==> src/rtl/ntt_ram_pkg.sv <==
// Shared types and sizing for the NTT coefficient RAM read/write controllers.
// Latency: n/a (declarations only).
// Backpressure: n/a (declarations only).
package ntt_ram_pkg;

    typedef enum logic [1:0] {
        IDLE  = 2'd0,
        WRITE = 2'd1,
        DRAIN = 2'd2,
        DONE  = 2'd3
    } wr_state_t;

    // Default polynomial geometry.
    localparam int unsigned DATA_W_DEF    = 16;
    localparam int unsigned NUM_PAIRS_DEF = 256;
    localparam int unsigned NUM_BANKS_DEF = 4;

    localparam int unsigned PAIR_W         = $clog2(NUM_PAIRS_DEF);
    localparam int unsigned BANK_W         = $clog2(NUM_BANKS_DEF);
    localparam int unsigned PAIRS_PER_BANK = NUM_PAIRS_DEF / NUM_BANKS_DEF;

    // Bit width of an index over n items, never below 1 so a single-item
    // index still gets a real (constant-zero) port.
    function automatic int unsigned width_min1(input int unsigned n);
        return (n <= 1) ? 1 : $clog2(n);
    endfunction

endpackage

==> src/rtl/ram_bank_decoder.sv <==
// Binary bank index to one-hot bank enable, gated by en.
// Latency: purely combinational, zero cycles.
// Backpressure: none; output follows inputs every cycle.
//
// Ports:
//   sel      binary bank index
//   en       gate; bank_en is all-zero when low
//   bank_en  one-hot bank enable
module ram_bank_decoder #(
    parameter int unsigned NUM_BANKS = 4,
    parameter int unsigned SEL_W     = 2
) (
    input  logic [SEL_W-1:0]     sel,
    input  logic                 en,
    output logic [NUM_BANKS-1:0] bank_en
);

    always_comb begin
        bank_en = '0;
        for (int i = 0; i < NUM_BANKS; i++) begin
            if (en && (int'(sel) == i)) begin
                bank_en[i] = 1'b1;
            end
        end
    end

endmodule

==> src/rtl/ram_write_controller.sv <==
// Writes a stream of coefficient pairs into banked RAM at {idx,0}/{idx,1}; pulses done after the last pair.
// Latency: a pair accepted in cycle t appears on the write port in cycle t+1; done two cycles after the last accept.
// Backpressure: in_ready is high only in WRITE; upstream must hold in_valid/in_a/in_b until accepted.
//
// Ports:
//   clk, reset                  clock and synchronous active-high reset
//   start                       begin a polynomial (only looked at in IDLE)
//   in_valid/in_ready/in_a/in_b upstream pair handshake
//   wr_en, wr_addr_*, wr_data_* registered write port, both halves of the pair
//   wr_bank_en, wr_bank_sel     bank select, one-hot and binary
//   busy, done                  status: not idle / one-cycle completion pulse
module ram_write_controller
    import ntt_ram_pkg::*;
#(
    parameter int unsigned DATA_W    = DATA_W_DEF,
    parameter int unsigned NUM_PAIRS = NUM_PAIRS_DEF,
    parameter int unsigned NUM_BANKS = NUM_BANKS_DEF
) (
    input  logic                              clk,
    input  logic                              reset,
    input  logic                              start,
    input  logic                              in_valid,
    output logic                              in_ready,
    input  logic [DATA_W-1:0]                 in_a,
    input  logic [DATA_W-1:0]                 in_b,
    output logic                              wr_en,
    output logic [$clog2(NUM_PAIRS):0]        wr_addr_a,
    output logic [$clog2(NUM_PAIRS):0]        wr_addr_b,
    output logic [DATA_W-1:0]                 wr_data_a,
    output logic [DATA_W-1:0]                 wr_data_b,
    output logic [NUM_BANKS-1:0]              wr_bank_en,
    output logic [width_min1(NUM_BANKS)-1:0]  wr_bank_sel,
    output logic                              busy,
    output logic                              done
);

    localparam int unsigned IDX_W = $clog2(NUM_PAIRS);
    localparam int unsigned SEL_W = width_min1(NUM_BANKS);

    wr_state_t        state;
    wr_state_t        state_nxt;
    logic [IDX_W-1:0] pair_idx;
    logic [SEL_W-1:0] idx_bank;
    logic             accept;
    logic             last_pair;

    assign accept    = in_valid && in_ready;
    assign last_pair = (pair_idx == IDX_W'(NUM_PAIRS - 1));

    // Banks split the pair space into equal contiguous slices, so the bank
    // is simply the top bits of the pair index.
    generate
        if (NUM_BANKS == 1) begin : g_single_bank
            assign idx_bank = '0;
        end else begin : g_multi_bank
            assign idx_bank = pair_idx[IDX_W-1 -: SEL_W];
        end
    endgenerate

    // State register
    always_ff @(posedge clk) begin
        if (reset) begin
            state <= IDLE;
        end else begin
            state <= state_nxt;
        end
    end

    // Next-state logic
    always_comb begin
        state_nxt = state;
        case (state)
            IDLE:    if (start) state_nxt = WRITE;
            WRITE:   if (accept && last_pair) state_nxt = DRAIN;
            DRAIN:   state_nxt = DONE;
            DONE:    state_nxt = IDLE;
            default: state_nxt = IDLE;
        endcase
    end

    // State-decoded outputs
    always_comb begin
        in_ready = 1'b0;
        busy     = 1'b0;
        done     = 1'b0;
        case (state)
            IDLE:    ;
            WRITE:   begin in_ready = 1'b1; busy = 1'b1; end
            DRAIN:   busy = 1'b1;
            DONE:    begin busy = 1'b1; done = 1'b1; end
            default: ;
        endcase
    end

    // Write port and pair counter. Address/data/bank index hold between
    // accepts; only wr_en (and through it wr_bank_en) drops on gaps.
    always_ff @(posedge clk) begin
        if (reset) begin
            pair_idx    <= '0;
            wr_en       <= 1'b0;
            wr_addr_a   <= '0;
            wr_addr_b   <= '0;
            wr_data_a   <= '0;
            wr_data_b   <= '0;
            wr_bank_sel <= '0;
        end else begin
            wr_en <= accept;
            if ((state == IDLE) && start) begin
                pair_idx <= '0;
            end else if (accept) begin
                pair_idx <= last_pair ? '0 : pair_idx + IDX_W'(1);
            end
            if (accept) begin
                wr_addr_a   <= {pair_idx, 1'b0};
                wr_addr_b   <= {pair_idx, 1'b1};
                wr_data_a   <= in_a;
                wr_data_b   <= in_b;
                wr_bank_sel <= idx_bank;
            end
        end
    end

    // Decoding from the registered index gated by registered wr_en keeps
    // wr_bank_en aligned with the write and zero on gap cycles.
    ram_bank_decoder #(
        .NUM_BANKS (NUM_BANKS),
        .SEL_W     (SEL_W)
    ) u_bank_decoder (
        .sel     (wr_bank_sel),
        .en      (wr_en),
        .bank_en (wr_bank_en)
    );

endmodule

==> config.mk <==
export PLATFORM = sky130hd
export DESIGN_NAME = ram_write_controller
export DESIGN_NICKNAME = d
export VERILOG_FILES = /design/src/rtl/ntt_ram_pkg.sv /design/src/rtl/ram_bank_decoder.sv /design/src/rtl/ram_write_controller.sv
export SDC_FILE = /design/constraint.sdc
export NUM_CORES = 1
export LEC_CHECK = 0
export CAP_MARGIN = 20
export CORE_MARGIN = 2
export CORE_UTILIZATION = 38
export CTS_BUF_LIST = sky130_fd_sc_hd__clkbuf_4
export DETAILED_ROUTE_END_ITERATION = 10
export PLACE_DENSITY_LB_ADDON = 0.1
export SYNTH_ARGS = -nofsm -noshare
export SYNTH_HDL_FRONTEND = slang
export SYNTH_SLANG_ARGS = --single-unit
==> constraint.sdc <==
create_clock -name clk -period 1.3 [get_ports clk]
set_input_delay 0.13 -clock clk [delete_from_list [all_inputs] [get_ports clk]]
set_output_delay 0.13 -clock clk [all_outputs]
set_load 0.05 [all_outputs]
==> metrics.md <==
| Metric | Value |
|---|---|
| Post-CTS Hold Buffers | `0` |
| Most frequent cells in the layout | `nand2_1 (87), buf_12 (63), dfxtp_1 (47)` |
| Min Tclk post-route | `roughly 1.3 ns` |
| Mapped cell area | `between 2000 and 2500 µm²` |
| CP max FO | `4` |
| Fill cells | `approximately 400` |
| Warnings from Yosys | `0` |
| Top post-synthesis cells by area | `dfxtp_1 (49%), nand2_1 (16%), a21oi_1 (10%)` |
| Crit path kind | `flop to output port` |
| Commonest register cell after synthesis | `dfxtp_1` |
| Synth Area per Inst | `around 8.1 µm²` |
| Post-DRT Antenna Nets | `0` |
| Number of diodes | `0` |
| Routability Congestion | `approximately 0.84` |
| Sequential-to-total area share from yosys stat | `49.3%` |
| Part of the cycle the worst path needs | `104%` |
| CP startpoint | `state[1]$_SDFFE_PP0P_` |
| Syn nets | `~300` |
| Initial antenna violation count | `0` |
| Std-Cell Rows | `27` |
| Status | `finished with violations` |
| Drt pass-1 iters | `4` |
| Largest net degree at the start of global routing | `31` |
| Slew Viols, Final | `0` |
| Global-route wire length before repair | `9090 µm` |
| Clock Skews | `a little over 0.009 ns` |
| Fin worst setup slack | `-0.0482 ns` |
| RSZ-0062 raised after global routing | `yes` |
| Reg2Reg Depth | `7` |
| Starting Density | `38.8%` |
| Maximum vdd ir drop | `between 0.0009 and 0.001 V` |
| Die Footprint | `6160 µm²` |
| Fin. Hold Viols | `0` |
| Clk root buf | `clkbuf_4` |
| Grt ovf | `0` |
| DR vias/cell | `between 4 and 5` |
| Fin cells | `roughly 440` |
| Core region area | `5440 µm²` |
| Mapped Cells | `260` |
| H-tree depth | `2` |
| Overall Global Routing Usage | `approximately 18%` |
| Post-synth EDFFs | `0` |
| Drt total wl | `around 5500 µm` |
| WL/cell | `about 13 µm` |
| Die height | `slightly below 80 µm` |
| Dominant cell type by area after synthesis | `dfxtp_1` |
| CTS tree | `built` |
| Vias in the first global route | `~2.0k` |
| Detailed Route Iter0 Violations | `77` |
| Post-synth cell types | `30` |
| DRC | `0` |
| Max Cap Viol | `0` |
| Clk buf depth | `2` |
| Placed cell count | `about 420` |
| Leakage | `approximately 1.5 nW` |
| Setup crit start kind | `flop` |
| Final Cell Area | `around 4000 µm²` |
| Req. time, crit path | `~1.2 ns` |
| Fin util | `between 70% and 80%` |
| Violated checks | `setup timing` |
| #FFs+latches synth | `52` |
| Via count | `2045` |
| CP Capture Type | `output port` |
| R2R setup slack | `-0.03 ns` |
| R2r endpoint | `wr_data_a[3]$_SDFFE_PP0P_` |
| Area of the multi-input gates | `987 µm²` |
| R2R Path Start | `state[1]$_SDFFE_PP0P_` |
| CTS buffer count | `5` |
| Top cell type's share of synthesized area | `between 40 and 50%` |
| Share of cells above drive strength 1 | `between 30% and 40%` |
| Most common cell after layout, fill and taps aside | `nand2_1` |
| HP Class | `input pin to flop` |
| Worst-path clk slew | `about 0.14 ns` |
| Crit path to | `in_ready` |
| Syn-to-layout area delta | `89.7%` |
| Finish-stage setup viols | `13` |
| Width of the die | `between 70 and 80 µm` |
| Ys async rst share | `0%` |
| Fmax | `roughly 740 MHz` |
| IO Port Bufs | `94` |
| Hpwl dp | `4040 µm` |
| Pwr dens | `approximately 1400 nW/µm²` |
| Register area | `around 1100 µm²` |
| Placed Instance Area | `between 3000 and 4000 µm²` |
| Worst skew pair latency | `approximately 0.37 ns` |
| Layout Nets | `just over 400` |
| CP Data Arrival Time | `between 1 and 1.5 ns` |
| TritonCTS Sinks | `52` |
| I/O pin count | `96` |
cell families (layout without fill, tap and decap cells):
logic type,after synthesis,in the layout,synth area share [%]
other,1,1,0.178
AND/OR/NAND/NOR,116,116,23.7
AO/OA/AOI/OAI,48,48,12.0
buffers and inverters,30,133,8.19
flip-flops,52,52,49.3
multiplexers,2,2,0.949
XOR/XNOR,5,5,2.08
adder cells (fa/ha/maj),6,6,3.56
what timing repair did:
item | CTS | global route
pin swaps | 3 | 2
gates cloned | 0 | 0
buffers inserted | 7 | 2
resized for setup | 10 | 11
endpoints found under the setup margin | 13 | 56
per-stage QoR:
| stage | hold WS [ns] | TNS [ns] | setup WS (ns) | power, mW |
|---|---|---|---|---|
| final | 0.151 | -0.232 | -0.0482 | 5.41 |
| after global routing | 0.144 | -2.85 | -0.101 | 5.70 |
| after CTS | 0.129 | -0.290 | -0.0711 | 5.41 |
| after detailed placement | 0.485 | -3.19 | -0.115 | 4.55 |
| after global placement | 0.478 | -2.43 | -0.124 | 4.51 |
| after floorplan | 0.266 | -0.145 | -0.0367 | 3.28 |
metal layers:
| metal | track usage (%) | share of wire [%] | vias up |
|---|---|---|---|
| li1 | - | - | 1028 |
| met1 | 20.0 | 38 | 952 |
| met2 | 32.9 | 54 | 59 |
| met3 | 7.01 | 7.5 | 6 |
| met4 | 5.26 | 1.1 | 0 |
| met5 | 0 | 0 | - |
where the power goes:
part / internal (mW) / switching [mW] / total [mW] / leakage [nW]
clock network: 0.251 / 0.481 / 0.732 / 0.0338
registers: 1.77 / 0.189 / 1.96 / 0.425
logic: 1.36 / 1.36 / 2.72 / 1.07
total: 3.39 / 2.03 / 5.41 / 1.53
worst min-delay path by stage:
stage	start	to	cells past startpoint
final	reset	wr_addr_b[3]$_SDFFE_PP0P_	3
after global routing	reset	wr_addr_b[3]$_SDFFE_PP0P_	3
after CTS	reset	wr_bank_sel[1]$_SDFFE_PP0P_	3
after detailed placement	wr_data_b[12]$_SDFFE_PP0P_	wr_data_b[12]$_SDFFE_PP0P_	2
after global placement	wr_data_a[4]$_SDFFE_PP0P_	wr_data_a[4]$_SDFFE_PP0P_	2
after floorplan	in_a[0]	wr_data_a[0]$_SDFFE_PP0P_	2
sequential cells by signal (all words and copies together), names as in the netlist:
| name | count |
|---|---|
| wr_bank_sel | 1 |
| wr_data_a | 16 |
| wr_addr_b | 8 |
| state | 2 |
| wr_data_b | 16 |
| pair_idx | 8 |
| wr_en | 1 |
worst max-delay path: stages (launching register included):
cell and delay, ns:
dfxtp_2 0.38, inv_4 0.05, ha_4 0.17, buf_6 0.12
buf_12 0.14
synth_stat cells, types with 3 or more instances:
cell type,number
a21oi_1,42
buf_1,4
buf_4,16
clkbuf_1,5
dfxtp_1,52
ha_1,6
inv_1,5
nand2_1,88
nand2b_1,3
nor2_1,10
nor3_2,3
xnor2_1,3
layout make-up:
type                       instances  share of cell area, %
timing repair buffer             120                   44.6
sequential                        52                   26.4
multi-input combinational        178                   24.7
tap                               72                   2.25
clock buffer                       7                   1.31
inverter                           5                  0.688
clock inverter                     1                 0.0938
Note: power is estimated with default switching activity, not from simulation.
